File: src/rtl/wam_pkg.sv
// wam_pkg: shared constants and types for the whack-a-mole input and display paths.
//   N_HOLES     : number of holes (one hit input and one LED per hole)
//   DB_CNT_DEF  : default debounce length in cycles
//   DB_W_DEF    : default debounce counter width (2**DB_W_DEF > DB_CNT_DEF)
//   hole_vec_t  : one bit per hole, shared with the LED/display blocks
package wam_pkg;

    localparam int unsigned N_HOLES    = 8;
    localparam int unsigned DB_CNT_DEF = 50000;
    localparam int unsigned DB_W_DEF   = 16;

    typedef logic [N_HOLES-1:0] hole_vec_t;

endpackage

File: src/rtl/wam_kbd_if.sv
// wam_kbd_if: hit snapshot handshake between the keyboard front end and the game core.
//   hits      : sticky set of holes pressed since the last ack
//   hit_valid : |hits
//   hit_ack   : consumer takes the current snapshot (clears it on the next edge)
// Modports: master = keyboard block, slave = game core.
interface wam_kbd_if;
    import wam_pkg::*;

    hole_vec_t hits;
    logic      hit_valid;
    logic      hit_ack;

    modport master (output hits, output hit_valid, input hit_ack);
    modport slave  (input hits, input hit_valid, output hit_ack);

endinterface

File: src/rtl/wam_dbc.sv
// wam_dbc: one hit channel -- two-flop synchronizer, debounce counter, stable level
// and a one-cycle press pulse on each debounced 0->1 transition.
//   clk, rst_n : clock, asynchronous active-low reset
//   key_in     : raw asynchronous input, 1 = pressed
//   key        : debounced (stable) level
//   press      : registered pulse, high for one cycle as key rises
module wam_dbc #(
    parameter int unsigned DB_CNT = 50000,
    parameter int unsigned DB_W   = 16
) (
    input  logic clk,
    input  logic rst_n,
    input  logic key_in,
    output logic key,
    output logic press
);

    localparam logic [DB_W-1:0] CntMax = DB_W'(DB_CNT - 1);

    logic            s1_q, s2_q;
    logic            stable_q, stable_d;
    logic            press_q;
    logic [DB_W-1:0] cnt_q, cnt_d;

    // The level flips on the DB_CNT-th consecutive disagreeing cycle; any agreeing
    // cycle restarts the count, so cnt never passes CntMax.
    always_comb begin
        stable_d = stable_q;
        cnt_d    = cnt_q;
        if (s2_q == stable_q) begin
            cnt_d = '0;
        end else if (cnt_q == CntMax) begin
            stable_d = s2_q;
            cnt_d    = '0;
        end else begin
            cnt_d = cnt_q + 1'b1;
        end
    end

    always_ff @(posedge clk or negedge rst_n) begin
        if (!rst_n) begin
            s1_q     <= 1'b0;
            s2_q     <= 1'b0;
            stable_q <= 1'b0;
            cnt_q    <= '0;
            press_q  <= 1'b0;
        end else begin
            s1_q     <= key_in;
            s2_q     <= s1_q;
            stable_q <= stable_d;
            cnt_q    <= cnt_d;
            press_q  <= ~stable_q & stable_d;
        end
    end

    assign key   = stable_q;
    assign press = press_q;

endmodule

File: src/rtl/wam_kbd.sv
// wam_kbd: hole-hit keyboard front end. Debounces every hit input, turns debounced
// presses into pulses and accumulates them in a sticky register drained by the game
// core through a valid/ack handshake.
//   clk, rst_n : clock, asynchronous active-low reset
//   key_in     : raw hit inputs, 1 = pressed
//   keys       : debounced level per hole
//   press      : one-cycle pulse per hole on a debounced press
//   hit_bus    : hits / hit_valid / hit_ack handshake (master side)
module wam_kbd
    import wam_pkg::*;
#(
    parameter int unsigned DB_CNT = DB_CNT_DEF,
    parameter int unsigned DB_W   = DB_W_DEF
) (
    input  logic              clk,
    input  logic              rst_n,
    input  hole_vec_t         key_in,
    output hole_vec_t         keys,
    output hole_vec_t         press,
    wam_kbd_if.master         hit_bus
);

    hole_vec_t hits_q, hits_d;

    for (genvar i = 0; i < N_HOLES; i++) begin : g_chan
        wam_dbc #(
            .DB_CNT (DB_CNT),
            .DB_W   (DB_W)
        ) u_dbc (
            .clk    (clk),
            .rst_n  (rst_n),
            .key_in (key_in[i]),
            .key    (keys[i]),
            .press  (press[i])
        );
    end

    // Ack clears the old snapshot, but a press landing in the ack cycle survives.
    always_comb begin
        hits_d = (hit_bus.hit_valid && hit_bus.hit_ack) ? '0 : hits_q;
        hits_d = hits_d | press;
    end

    always_ff @(posedge clk or negedge rst_n) begin
        if (!rst_n) begin
            hits_q <= '0;
        end else begin
            hits_q <= hits_d;
        end
    end

    assign hit_bus.hits      = hits_q;
    assign hit_bus.hit_valid = |hits_q;

endmodule
File: src/flat_wrapper.sv
// flat-port wrapper written by rule: the top's interface ports become plain ports
module wam_kbd_flat import wam_pkg::*;
#(
    parameter int unsigned DB_CNT = DB_CNT_DEF,
    parameter int unsigned DB_W   = DB_W_DEF
)
  (clk, rst_n, key_in, keys, press, hit_bus_hits, hit_bus_hit_valid, hit_bus_hit_ack);
  wam_kbd_if hit_bus_i ();
  input  logic clk;
  input  logic rst_n;
  input  hole_vec_t key_in;
  output hole_vec_t keys;
  output hole_vec_t press;
  output wire logic [$bits(hit_bus_i.hits)-1:0] hit_bus_hits;
  output wire logic [$bits(hit_bus_i.hit_valid)-1:0] hit_bus_hit_valid;
  input wire logic [$bits(hit_bus_i.hit_ack)-1:0] hit_bus_hit_ack;
  assign hit_bus_hits = hit_bus_i.hits;
  assign hit_bus_hit_valid = hit_bus_i.hit_valid;
  assign hit_bus_i.hit_ack = hit_bus_hit_ack;
  wam_kbd #(.DB_CNT(DB_CNT), .DB_W(DB_W)) u_core (.clk(clk), .rst_n(rst_n), .key_in(key_in), .keys(keys), .press(press), .hit_bus(hit_bus_i));
endmodule
File: config.mk
export PLATFORM = sky130hd
export DESIGN_NAME = wam_kbd_flat
export DESIGN_NICKNAME = d
export VERILOG_FILES = /design/src/rtl/wam_pkg.sv /design/src/rtl/wam_kbd_if.sv /design/src/rtl/wam_dbc.sv /design/src/rtl/wam_kbd.sv /design/src/flat_wrapper.sv
export SDC_FILE = /design/constraint.sdc
export NUM_CORES = 1
export LEC_CHECK = 0
export BUFFER_PORTS_ARGS = -buffer_cell sky130_fd_sc_hd__buf_4
export CAP_MARGIN = 0
export CORE_MARGIN = 2
export CORE_UTILIZATION = 30
export DETAILED_ROUTE_END_ITERATION = 10
export PLACE_DENSITY = 0.52
export SYNTH_ARGS = -nofsm -noshare
export SYNTH_HDL_FRONTEND = slang
export SYNTH_SLANG_ARGS = --single-unit
File: constraint.sdc
create_clock -name clk -period 2.1 [get_ports clk]
set_input_delay 0.42 -clock clk [delete_from_list [all_inputs] [get_ports clk]]
set_output_delay 0.42 -clock clk [all_outputs]
set_load 0.005 [all_outputs]
# Word-level counts from Yosys, hierarchy flattened
# Cells that the tools add are included.
totals:
  regBits: 168
  inputBits: 11
  out_inout_bits: 25
classes:
  add_sub_neg: 8
  eq_ne: 16
  mux: 33
  n_bitwise: 17
  reduce_logical: 2
op_table:
  columns: ["operator", "count"]
  rows:
  - ["$mux W16", 16]
  - ["$add A16 B1 Y16 const B", 8]
  - ["$eq A16 B16 Y1 const B", 8]
  - ["$mux W1", 16]
  - ["$and A1 B1 Y1", 8]
  - ["$eq A1 B1 Y1", 8]
  - ["$mux W8", 1]
  - ["$not A1 Y1", 8]
  - ["$or A8 B8 Y8", 1]
  - ["$reduce_or A8 Y1", 1]
  - ["$logic_and A1 B1 Y1", 1]

# Depth between registers and ports, before layout
depth:
  depth_word: 4
  ltp_mapped: 7
  mapped_depth_nobuf: 5

# Cells and area by module
# A second synthesis with hierarchy kept.
hier_totals:
  cells_unflattened: 700
  hier_area_um2: 8349.3
modules_own_cells:
  columns: ["module", "n_inst", "cells_per_inst", "area_per_inst_um2", "seq_area_each_um2"]
  rows:
  - ["wam_dbc", 8, 85, 1008.5, 500.5]
  - ["wam_kbd", 1, 20, 281.5, 200.2]

# Worst setup path after synthesis
# Ideal clock, no wire load.
synth_path:
  path_type: "flip-flop to flip-flop"
  startpoint: "register u_core.g_chan[1].u_dbc.cnt_q[12]"
  endpoint: "register u_core.g_chan[1].u_dbc.cnt_q[13]"
  t_arrival_ns: 1.540
  required_ns: 1.981
  path_slack_ns: 0.441
  stages_incl_launch_ff: 6
  path_buffers: 1
  period_less_slack_ns: 1.659
  path_cell_list: "dfrtp_1 nor4_1 nand3_1 o41ai_4 buf_4 nor2_1"
synth_between:
  elab_chain_len: 3
  word_cells_on_any_way: 4
  cone_classes: "1 x add/sub; 1 x eq/ne; 2 x mux"
synth_lines:
  columns: ["item", "line", "source"]
  rows:
  - ["start, declared", "wam_dbc.sv:23", "logic [DB_W-1:0] cnt_q, cnt_d;"]
  - ["start signal, assigned", "wam_dbc.sv:51", "cnt_q <= cnt_d;"]
  - ["$add A16 B1 Y16 / $eq A16 B16 Y1 (equally long branches)", "wam_dbc.sv:36, wam_dbc.sv:32", null]
  - ["$mux W16 *", "wam_dbc.sv:32", "end else if (cnt_q == CntMax) begin"]
  - ["$mux W16 *", "wam_dbc.sv:30", "if (s2_q == stable_q) begin"]
  - ["via u_core.g_chan[1].u_dbc.cnt_d[13]", "wam_dbc.sv:23", null]
# The timed path passes the listed nets; every way through them passes the cells marked *.

# Worst setup path in the final report
layout_path:
  startpoint: "register u_core.hits_q[0] (netlist: u_core.hit_bus.hits[0])"
  endpoint: "output port hit_bus_hit_valid"
layout_between:
  elab_chain_len: 1
layout_lines:
  columns: ["item", "line", "source"]
  rows:
  - ["start, declared", "wam_kbd.sv:23", "hole_vec_t hits_q, hits_d;"]
  - ["start signal, assigned", "wam_kbd.sv:48", "hits_q <= hits_d;"]
  - ["$reduce_or A8 Y1", "wam_kbd.sv:53", "assign hit_bus.hit_valid = |hits_q;"]
  - ["end, declared", "flat_wrapper.sv:15", "output wire logic [$bits(hit_bus_i.hit_valid)-1:0] hit_bus_hit_valid;"]
# No other way between the ends.

==> impl_summary.log <==
[metrics] worst reg2reg endpoint: u_core.g_chan[1].u_dbc.cnt_q[6]
[metrics] number of global-route vias before repair: 5229
[metrics] number of standard cells after synthesis: between 700 and 800
[metrics] Distinct cells, synth: 38
[metrics] antenna cell count: 0
[metrics] FF+latch count, synth: ~170
[metrics] routed wire length per instance: 13.3 um
[metrics] most common cell after layout, fill and taps aside: dfrtp_1
[metrics] DPL Wire Length: approximately 10 mm
[metrics] number of H-tree levels: 4
[metrics] arrival time at the worst endpoint: 1.50 ns
[metrics] area of the die: 27000 um^2
[metrics] unrepaired setup endpoints after global routing: false
[metrics] combinational power share: 3.3%
[metrics] antenna violation net count after detailed routing: 0
[metrics] static leakage: ~3.7 nW
[metrics] clock latency on the worst-skew pair: 0.43 ns
[metrics] Nets: between 800 and 900
[metrics] number of antenna violations at the first check in global routing: 0
[metrics] DRC: 0
[metrics] Layout fillers: roughly 2500
[metrics] most frequent cells in the layout: dfrtp_1 (168), nor2_1 (130), xnor2_1 (86), buf_4 (48), nand3_1 (42)
[metrics] Internal Pwr Total: 5.21 mW
[metrics] Worst Path Class, Setup: reg2out
[metrics] fin crit share: about nine tenths
[metrics] maximum number of buffers from clock root to sink: 2
[metrics] Max-slew headroom: a little over two thirds
[metrics] final setup fails: 0
[metrics] final-report hold violation count: 0
[metrics] post-DR vias/cell: 4.70
[metrics] result of the run: finished clean
[metrics] CP endpoint kind: primary output
[metrics] pins over their slew limit: 0
[metrics] worst slack after detailed placement: ~0.29 ns
[metrics] transition time at the pin with the least slew margin: 0.452 ns
[metrics] fraction of layout cells with a size suffix above 1: 12.8%
[metrics] effective utilization at floorplan: 30.6%
[metrics] share of synthesized area occupied by flip-flops and latches: between 50 and 60%
[metrics] Mean Syn Cell Area: 10.4 um^2
[metrics] Clk pwr share: 46.7%
[metrics] DRT iter0 DRCs: between 300 and 400
[metrics] routability-driven placement congestion ratio: 0.801
[metrics] post-synthesis to final-layout area growth: 16.2%
[metrics] max-cap viol count: 0
[metrics] Boundary Pins: 36
[metrics] Cell Area, Synth: 7720 um^2
[metrics] floorplan core area: 25300 um^2
[metrics] number of instances resized during post-cts repair: 0
[metrics] maximum number of pins on one net before global-route repair: between 50 and 60
[metrics] CTS tree: yes
[metrics] clock root buffer: clkbuf_16
[metrics] first-pass GRT wire length: 26.1 mm
[metrics] depth of the worst register-to-register path: 5
[metrics] Critical path buffers and inverters: 1
[metrics] setup bufs post-CTS: 0
[metrics] FF-to-FF Start: u_core.g_chan[1].u_dbc.cnt_q[12]
[metrics] Hold WC Path Type: in2reg
[metrics] synth warn: 0
[metrics] proportion of total power due to net switching: 21.9%
[metrics] maximum VDD drop: 481 uV
[metrics] register-to-register setup slack: between 0.2 and 0.3 ns
[metrics] post-route worst hold slack: roughly 0.097 ns
[metrics] Power Total: roughly 6.7 mW
[metrics] launching element of the worst setup path: u_core.hit_bus.hits[0]
[metrics] Post-Route Setup TNS: 0 ns
[metrics] CTS sink count: 168
[metrics] Crit path depth: 3
[metrics] Overflow after GRT: 0
[metrics] cell family contributing the most delay on the critical path: flip-flops
[metrics] length of the first detailed-routing pass in iterations: 4
[metrics] Final Worst Setup Slack: 0.178 ns
[metrics] worst-case clock skew: around 0.01 ns
[metrics] clock edge transition at the registers on the reported setup and hold paths: 0.07 ns
[metrics] combined global-route utilization of all metal layers: 12.1%
[metrics] element type at the critical path start: flop
[metrics] switching power total: 1.46 mW
[metrics] CP cell instances: nor4_1 > nand2_1 > buf_4
[metrics] FMAX: between 500 and 600 MHz
[metrics] library cell contributing the largest single delay on the critical path: dfrtp_1
[metrics] final critical-path required period: 1.92 ns
[metrics] worst stage delay on the critical path: approximately 0.47 ns
[metrics] largest fanout of any net on the critical path: 3
[metrics] number of CTS-inserted buffers: 17
[metrics] required time of the critical path: 1.68 ns
[metrics] number of nets produced by synthesis: 758
[metrics] share of power burned in registers: about 50%
[metrics] destination of the critical timing path: hit_bus_hit_valid
[metrics] Die Ht: 164 um
[metrics] number of vias after detailed routing: approximately 5300
[metrics] total power divided by cell area: 743 nW/um^2
[metrics] final core area utilization: 35.5%
[metrics] wire length after detailed routing: between 10 and 15 mm
[metrics] width of the die: roughly 160 um
[metrics] Hold Buf Count CTS: 1
[metrics] number of placement rows: 58
[metrics] number of input and output port buffers inserted: 35
==> cell usage after synthesis <==
master,count,area share [%]
dfrtp_1,168,54
and4bb_2,1,0.16
or2_1,1,0.081
nand3_2,2,0.26
and3_1,14,1.1
nand2_1,38,1.8
buf_4,17,1.7
nand3_1,42,2.7
xor2_1,24,2.7
o31ai_1,4,0.39
nor4bb_1,11,1.4
clkbuf_1,7,0.34
nand4_1,28,2.3
nand3_4,2,0.45
o21ai_0,3,0.19
or3b_2,1,0.11
and4_1,1,0.11
nor4b_1,6,0.68
nand4b_1,1,0.11
buf_2,3,0.19
and3b_1,1,0.11
nor4_1,33,2.7
xnor2_1,86,9.8
o41ai_4,1,0.36
nor3b_1,7,0.68
nor3_1,29,1.9
a21o_1,8,0.78
or4_1,5,0.49
nor2_1,130,6.3
ha_1,8,1.3
a21oi_1,10,0.65
a31o_2,1,0.11
or2_2,4,0.32
or3_1,4,0.32
mux2_2,8,1.2
o41ai_1,1,0.11
inv_1,26,1.3
and4b_1,3,0.39
==> sequential cells by signal, summed over array words and instances (netlist names) <==
register	flops
u_core.g_chan.u_dbc.cnt_q	128
u_core.g_chan.u_dbc.key	8
u_core.g_chan.u_dbc.press	8
u_core.g_chan.u_dbc.s1_q	8
u_core.g_chan.u_dbc.s2_q	8
u_core.hit_bus.hits	8
==> kinds of logic after synthesis <==
logic type / share of synthesized area [%]
flops: 54.4
simple gates: 24.6
compound gates: 2.59
buf+inv: 3.45
xor+xnor: 12.5
fa+ha+maj: 1.30
mux: 1.17
==> per-layer routing <==
layer | global-route usage [%] | part of all wire, % | vias to the layer above
met5 | 0 | 0 | -
met2 | 17.9 | 45 | 84
met3 | 3.21 | 4.4 | 12
met1 | 17.2 | 50 | 2569
li1 | - | - | 2619
met4 | 3.83 | 1.2 | 0
==> stage by stage <==
stage,std cells,area (um^2)
2_1_floorplan,739,7720
3_3_place_gp,1093,8380
3_5_place_dp,1093,8380
4_1_cts,1125,8970
5_1_grt,1125,8970
6_report,1125,8970
==> area by class of cell <==
| type | count | area (um^2) | area share (%) |
|---|---|---|---|
| Clock buffer | 20 | 467 | 5.20 |
| Clock inverter | 11 | 121 | 1.35 |
| Inverter | 26 | 97.6 | 1.09 |
| Multi-Input combinational cell | 518 | 3250 | 36.2 |
| Sequential cell | 168 | 4200 | 46.8 |
| Tap cell | 330 | 413 | 4.60 |
| Timing Repair Buffer | 52 | 422 | 4.70 |
==> power by group through the flow <==
| stage | registers [mW] | clock network, mW | logic (mW) |
|---|---|---|---|
| 6_report | 3.34 | 3.11 | 0.217 |
| 5_1_grt | 3.34 | 3.37 | 0.256 |
| 4_1_cts | 3.34 | 3.22 | 0.229 |
| 3_5_place_dp | 3.40 | 0 | 0.227 |
| 3_3_place_gp | 3.40 | 0 | 0.226 |
| 2_1_floorplan | 3.39 | 0 | 0.0937 |
==> worst min-delay path by stage <==
stage | from | end | slack [ns] | cells after the start
floorplan | rst_n | u_core.g_chan[0].u_dbc.cnt_q[0] | 0.12 | 0
global placement | u_core.g_chan[1].u_dbc.s1_q | u_core.g_chan[1].u_dbc.s2_q | 0.33 | 0
detailed placement | u_core.g_chan[0].u_dbc.s1_q | u_core.g_chan[0].u_dbc.s2_q | 0.34 | 0
CTS | key_in[0] | u_core.g_chan[0].u_dbc.s1_q | 0.07 | 1
global route | key_in[0] | u_core.g_chan[0].u_dbc.s1_q | 0.07 | 1
finish | key_in[0] | u_core.g_chan[0].u_dbc.s1_q | 0.1 | 1
==> worst reg2reg max path, cell delays in order (launching register included) <==
cell	delay, ns
dfrtp_1	0.41
nor4_1	0.28
nand3_1	0.18
o41ai_4	0.51
buf_4	0.26
nor2_1	0.07
No activity file was read; power rests on OpenSTA's default activity.
